**src/rtl/pad_voice_scheduler.sv**
```systemverilog
// Polyphonic drum-pad scheduler: time-multiplexes one shared sample ROM among
// up to NUM_VOICES voices and writes one saturated mixed sample per frame.
module pad_voice_scheduler #(
    parameter int NUM_VOICES = 4,
    parameter int ADDR_W     = 12,
    parameter int SAMPLE_W   = 32,
    parameter int ROM_LAT    = 2
) (
    input  logic                           CLOCK_50,
    input  logic                           resetn,
    input  logic [NUM_VOICES-1:0]          trigger,
    input  logic [NUM_VOICES*ADDR_W-1:0]   start_addr,
    input  logic [NUM_VOICES*ADDR_W-1:0]   end_addr,
    output logic [ADDR_W-1:0]              rom_address,
    input  logic [SAMPLE_W-1:0]            rom_q,
    input  logic                           audio_out_allowed,
    output logic                           write_audio_out,
    output logic [SAMPLE_W-1:0]            left_channel_audio_out,
    output logic [SAMPLE_W-1:0]            right_channel_audio_out,
    output logic [NUM_VOICES-1:0]          active
);
    localparam int ACC_W = SAMPLE_W + 3;
    localparam int SEL_W = (NUM_VOICES > 1) ? $clog2(NUM_VOICES) : 1;

    typedef enum logic [2:0] {S_IDLE, S_ISSUE, S_DRAIN, S_SAT, S_WRITE} state_t;
    state_t r_state, w_state_next;

    logic [NUM_VOICES-1:0]     r_trigger_d, r_pending, r_active, r_last, r_scan;
    logic [ADDR_W-1:0]         r_ptr [NUM_VOICES];
    logic [ROM_LAT-1:0]        r_vpipe;
    logic signed [ACC_W-1:0]   r_acc;
    logic [ADDR_W-1:0]         r_rom_address;
    logic [SAMPLE_W-1:0]       r_sample;

    logic [NUM_VOICES-1:0]     w_rise, w_start, w_active_next, w_scan_rest;
    logic [ADDR_W-1:0]         w_start_a [NUM_VOICES];
    logic [ADDR_W-1:0]         w_end_a [NUM_VOICES];
    logic [SEL_W-1:0]          w_sel_idx;
    logic [ROM_LAT-1:0]        w_vpipe_shift;
    logic                      w_issue, w_pipe_out;
    logic signed [ACC_W-1:0]   w_rom_sext;
    logic [SAMPLE_W-1:0]       w_sat;

    always_comb begin
        for (int v = 0; v < NUM_VOICES; v++) begin
            w_start_a[v] = start_addr[v*ADDR_W +: ADDR_W];
            w_end_a[v]   = end_addr[v*ADDR_W +: ADDR_W];
        end
    end

    // Pending triggers with an empty region (start > end) are dropped at IDLE.
    always_comb begin
        w_start = '0;
        for (int v = 0; v < NUM_VOICES; v++) begin
            w_start[v] = r_pending[v] && (w_start_a[v] <= w_end_a[v]);
        end
    end

    always_comb begin
        w_sel_idx = '0;
        for (int v = NUM_VOICES - 1; v >= 0; v--) begin
            if (r_scan[v]) w_sel_idx = SEL_W'(v);
        end
    end

    assign w_rise        = trigger & ~r_trigger_d;
    assign w_active_next = r_active | w_start;
    assign w_scan_rest   = r_scan & (r_scan - 1'b1);
    assign w_issue       = (r_state == S_ISSUE);
    assign w_pipe_out    = r_vpipe[ROM_LAT-1];
    assign w_vpipe_shift = r_vpipe << 1;
    assign w_rom_sext    = $signed({{3{rom_q[SAMPLE_W-1]}}, rom_q});

    // Clamp only when the guard bits disagree with the sample sign bit.
    assign w_sat = ((r_acc[ACC_W-1:SAMPLE_W-1] == '0) || (r_acc[ACC_W-1:SAMPLE_W-1] == '1))
                   ? r_acc[SAMPLE_W-1:0]
                   : (r_acc[ACC_W-1] ? {1'b1, {(SAMPLE_W-1){1'b0}}}
                                     : {1'b0, {(SAMPLE_W-1){1'b1}}});

    always_ff @(posedge CLOCK_50 or negedge resetn) begin
        if (!resetn) r_state <= S_IDLE;
        else         r_state <= w_state_next;
    end

    always_comb begin
        w_state_next = r_state;
        case (r_state)
            S_IDLE:  if (|w_active_next) w_state_next = S_ISSUE;
            S_ISSUE: if (w_scan_rest == '0) w_state_next = S_DRAIN;
            S_DRAIN: if (w_vpipe_shift == '0) w_state_next = S_SAT;
            S_SAT:   w_state_next = S_WRITE;
            S_WRITE: if (audio_out_allowed) w_state_next = S_IDLE;
            default: w_state_next = S_IDLE;
        endcase
    end

    always_ff @(posedge CLOCK_50 or negedge resetn) begin
        if (!resetn) begin
            r_trigger_d   <= '0;
            r_pending     <= '0;
            r_active      <= '0;
            r_last        <= '0;
            r_scan        <= '0;
            r_vpipe       <= '0;
            r_acc         <= '0;
            r_rom_address <= '0;
            r_sample      <= '0;
            for (int v = 0; v < NUM_VOICES; v++) r_ptr[v] <= '0;
        end else begin
            r_trigger_d <= trigger;
            r_vpipe[0]  <= w_issue;
            for (int i = 1; i < ROM_LAT; i++) r_vpipe[i] <= r_vpipe[i-1];
            // Returning ROM words can overlap the tail of ISSUE when A > ROM_LAT.
            if (w_pipe_out) r_acc <= r_acc + w_rom_sext;

            if (r_state == S_IDLE) r_pending <= w_rise;
            else                   r_pending <= r_pending | w_rise;

            case (r_state)
                S_IDLE: begin
                    r_acc    <= '0;
                    r_active <= w_active_next;
                    r_scan   <= w_active_next;
                    for (int v = 0; v < NUM_VOICES; v++) begin
                        if (w_start[v]) begin
                            r_ptr[v]  <= w_start_a[v];
                            r_last[v] <= 1'b0;
                        end
                    end
                end
                S_ISSUE: begin
                    r_rom_address <= r_ptr[w_sel_idx];
                    r_scan        <= w_scan_rest;
                    if (r_ptr[w_sel_idx] == w_end_a[w_sel_idx]) r_last[w_sel_idx] <= 1'b1;
                    else r_ptr[w_sel_idx] <= r_ptr[w_sel_idx] + ADDR_W'(1);
                end
                S_SAT: r_sample <= w_sat;
                S_WRITE: begin
                    if (audio_out_allowed) begin
                        r_active <= r_active & ~r_last;
                        r_last   <= '0;
                    end
                end
                default: ;
            endcase
        end
    end

    assign write_audio_out         = (r_state == S_WRITE) && audio_out_allowed;
    assign rom_address             = r_rom_address;
    assign left_channel_audio_out  = r_sample;
    assign right_channel_audio_out = r_sample;
    assign active                  = r_active;
endmodule

```
**config.mk**
```make
export PLATFORM = sky130hd
export DESIGN_NAME = pad_voice_scheduler
export DESIGN_NICKNAME = d
export VERILOG_FILES = /design/src/rtl/pad_voice_scheduler.sv
export SDC_FILE = /design/constraint.sdc
export NUM_CORES = 1
export LEC_CHECK = 0
export BUFFER_PORTS_ARGS = -buffer_cell sky130_fd_sc_hd__buf_2
export CAP_MARGIN = 20
export CELL_PAD_IN_SITES_DETAIL_PLACEMENT = 0
export CELL_PAD_IN_SITES_GLOBAL_PLACEMENT = 1
export CORE_UTILIZATION = 43
export CTS_BUF_LIST = sky130_fd_sc_hd__clkbuf_4 sky130_fd_sc_hd__clkbuf_8
export DETAILED_ROUTE_END_ITERATION = 12
export GPL_ROUTABILITY_DRIVEN = 0
export PLACE_DENSITY = 0.82
export SYNTH_ARGS = -nofsm -noshare
export SYNTH_HDL_FRONTEND = slang
export SYNTH_SLANG_ARGS = --single-unit
```
**constraint.sdc**
```tcl
create_clock -name CLOCK_50 -period 3.15 [get_ports CLOCK_50]
set_clock_uncertainty 0.05 [all_clocks]
set_input_delay 0.945 -clock CLOCK_50 [delete_from_list [all_inputs] [get_ports CLOCK_50]]
set_output_delay 0.945 -clock CLOCK_50 [all_outputs]
set_load 0.03 [all_outputs]
```
==> flow_summary.json <==
{
  "numCtsBuffers": 17,
  "root_buffer": "clkbuf_8",
  "dieWidth_um": 163.3,
  "crit_slowest_cell": "or4_4",
  "grt_pass1_vias": 10750,
  "status": "complete, but fails checks",
  "worst_slew_pin_slew_ns": 0.8659,
  "fillCellCount": 2293,
  "io-pin-count": 216,
  "dieArea_um2": 26660,
  "fin_setup_tns_ns": -4.560,
  "grt_pass1_wl_um": 57440,
  "max_stage_delay_ns": 0.55,
  "final_nets": 1866,
  "arrival_ns": 3.62,
  "async_flop_share_pct": 100.0,
  "die_h_um": 163.3,
  "synth_top_area_share_pct": 34.01,
  "crit_buf_inv": 3,
  "worstHoldPathType": "primary input to asynchronous set/reset pin",
  "fmax_ghz": 0.3021,
  "rsz0062_at_grt": "true",
  "synth_edf_count": 0,
  "clock_sink_count": 152,
  "netlist_area_um2": 11180,
  "finalHoldViolations": 0,
  "final-setup-viol-count": 46,
  "drive_gt1_share_pct": 33.98,
  "start_util_pct": 44.16,
  "crit_required_ns": 3.46,
  "yosysSeqAreaShare_pct": 34.01,
  "cp_top_family": "simple AND/OR/NAND/NOR gates",
  "maxSlewViolCount": 0,
  "clock_path_buffers": 2,
  "ys.flop_type": "dfrtp_1",
  "yosysWarningCount": 0,
  "end_kind": "register",
  "synth_seq_cells": 152,
  "track_usage_pct": 28.02,
  "clk_pin_slew_ns": 0.11,
  "row_count": 58,
  "firstDrtPassIters": 5,
  "min_period_ns": 3.311,
  "violations": "setup timing",
  "crit_type": "register to register",
  "syn2layout_area_growth_pct": 30.64,
  "antenna_found_initial": 2,
  "routed_wl_um": 37320,
  "yosysUniqueCellTypes": 79,
  "whs_ns": 0.3236,
  "clk_latency_ns": 0.48,
  "cts_tree": "yes",
  "crit_chain": "buf_8 > nand3b_1 > a22o_1 > a21oi_2 > nor2_1 > or4_4 > a2111oi_4 > nand3_2 > buf_6 > nand2_4 > clkbuf_16 > mux2_4",
  "finalCritPeriodShare_pct": 105.1,
  "power_density_nw_per_um2": 1113,
  "synthesis.nets": 1505,
  "synth_top_area_cell": "dfrtp_1",
  "synth_common_cells": "dfrtp_1, nand2_1, a21oi_1, nor2_1, ha_1",
  "ant_nets": 0,
  "core_um2": 25330,
  "netlist_top_cells_area": "dfrtp_1, ha_1, a21oi_1",
  "viasPerCell": 5.592,
  "power_uw": 16270,
  "wl_per_cell_um": 18.75,
  "drc": 0,
  "crit_fanout": 16,
  "port_buffers": 215,
  "leakage_uw": 0.007236,
  "slew_headroom_pct": 42.15,
  "setup_ws_ns": -0.1605,
  "cts_max_level": 4,
  "cap_violations": 0,
  "vias": 11130,
  "synthCells": 1286,
  "synth_area_per_cell_um2": 8.697,
  "fin_util_pct": 57.69,
  "grt_max_degree": 64,
  "critPathLaunchType": "register",
  "grt_overflow": 0,
  "drt-initial-drc-count": 888,
  "irDropWorstVdd_mv": 0.6402,
  "dp_hpwl_um": 29060
}
report_power, final:
part	switching, uW	internal (uW)	total (uW)
clock network	875	691	1570
logic	6380	4780	11200
registers	726	2820	3550
total	7980	8290	16300
what timing repair did:
item,4_1_cts,5_1_grt
endpoints found under the setup margin,48,53
cloned,0,1
resized for setup,16,37
hold buffers,0,0
pin swaps,4,4
setup buffers,4,2
area by class of cell:
type | count | area, um^2 | share of cell area, %
diodes | 1 | 2.502 | 0.01713
clock buffers | 19 | 261.5 | 1.790
clock inverters | 13 | 133.9 | 0.9163
inverters | 70 | 277.8 | 1.901
multi-input cells | 973 | 6879 | 47.08
flip-flops and latches | 152 | 3807 | 26.06
well taps | 330 | 412.9 | 2.826
repair buffers | 433 | 2836 | 19.41
worst reg2reg max path: stages (launching register included):
cell,delay (ns)
dfrtp_2,0.47
buf_8,0.17
nand3b_1,0.16
a22o_1,0.23
a21oi_2,0.17
nor2_1,0.06
or4_4,0.55
a2111oi_4,0.44
nand3_2,0.18
buf_6,0.18
nand2_4,0.09
clkbuf_16,0.17
mux2_4,0.29
final timing paths:
check / start / to / slack [ns] / depth (start not counted)
worst max-delay path: r_scan[2] / r_ptr[21] / -0.16 / 12
worst min-delay path: resetn / r_ptr[33] / 0.32 / 1
worst max register to register: r_scan[2] / r_ptr[21] / -0.16 / 12
worst min register to register: r_vpipe[0] / r_vpipe[1] / 0.35 / 0
max in group asynchronous: resetn / rom_address[4] / 2.00 / 2
min in group CLOCK_50: r_vpipe[0] / r_vpipe[1] / 0.35 / 0
placed cells by master, fill, tap and decap left out, types with 14 or more instances in the layout:
cell type / netlist / final
buf_2: 11 / 215
buf_4: 36 / 206
nand2_1: 152 / 149
dfrtp_1: 152 / 149
a21oi_1: 114 / 112
nor2_1: 109 / 104
ha_1: 83 / 80
inv_1: 68 / 65
o21ai_0: 68 / 65
a22o_1: 41 / 41
mux2_4: 10 / 30
o22ai_1: 23 / 23
a21o_1: 22 / 22
nor2b_1: 20 / 19
clkbuf_8: 0 / 19
nor3_1: 19 / 17
nand4_1: 17 / 17
and3_1: 17 / 17
xor2_1: 18 / 16
xnor2_1: 18 / 15
mux2i_1: 14 / 14
flip-flops by register name, summed over array words and instances, names as in the netlist:
name	flops
r_trigger_d	4
active	4
left_channel_audio_out	32
r_state	3
r_vpipe	2
r_acc	35
r_pending	4
r_ptr	48
r_scan	4
r_last	4
rom_address	12
routing by layer:
layer | vias up | routed length (um) | global-route usage, %
li1 | 5310 | - | -
met1 | 5347 | 16960 | 38.03
met2 | 423 | 16990 | 44.82
met3 | 52 | 2603 | 5.739
met4 | 2 | 756 | 8.029
met5 | - | 12 | 0
stage by stage:
step,instance area [um^2],instances,setup slack [ns]
2_1_floorplan,11300,1286,-0.009230
3_3_place_gp,13900,1951,-0.3307
3_5_place_dp,13900,1951,-0.4160
4_1_cts,14390,1987,-0.009470
5_1_grt,14610,1990,-0.2279
6_report,14610,1991,-0.1605
logic make-up after synthesis:
| group | Yosys count | share of synthesized area [%] |
|---|---|---|
| AO/OA/AOI/OAI | 387 | 22.66 |
| XOR/XNOR | 36 | 2.819 |
| adder cells (fa/ha/maj) | 84 | 9.464 |
| buffers and inverters | 161 | 7.406 |
| flip-flops | 152 | 34.01 |
| multiplexers | 62 | 6.421 |
| AND/OR/NAND/NOR | 404 | 17.22 |
Note: power is estimated with default switching activity, not from simulation.
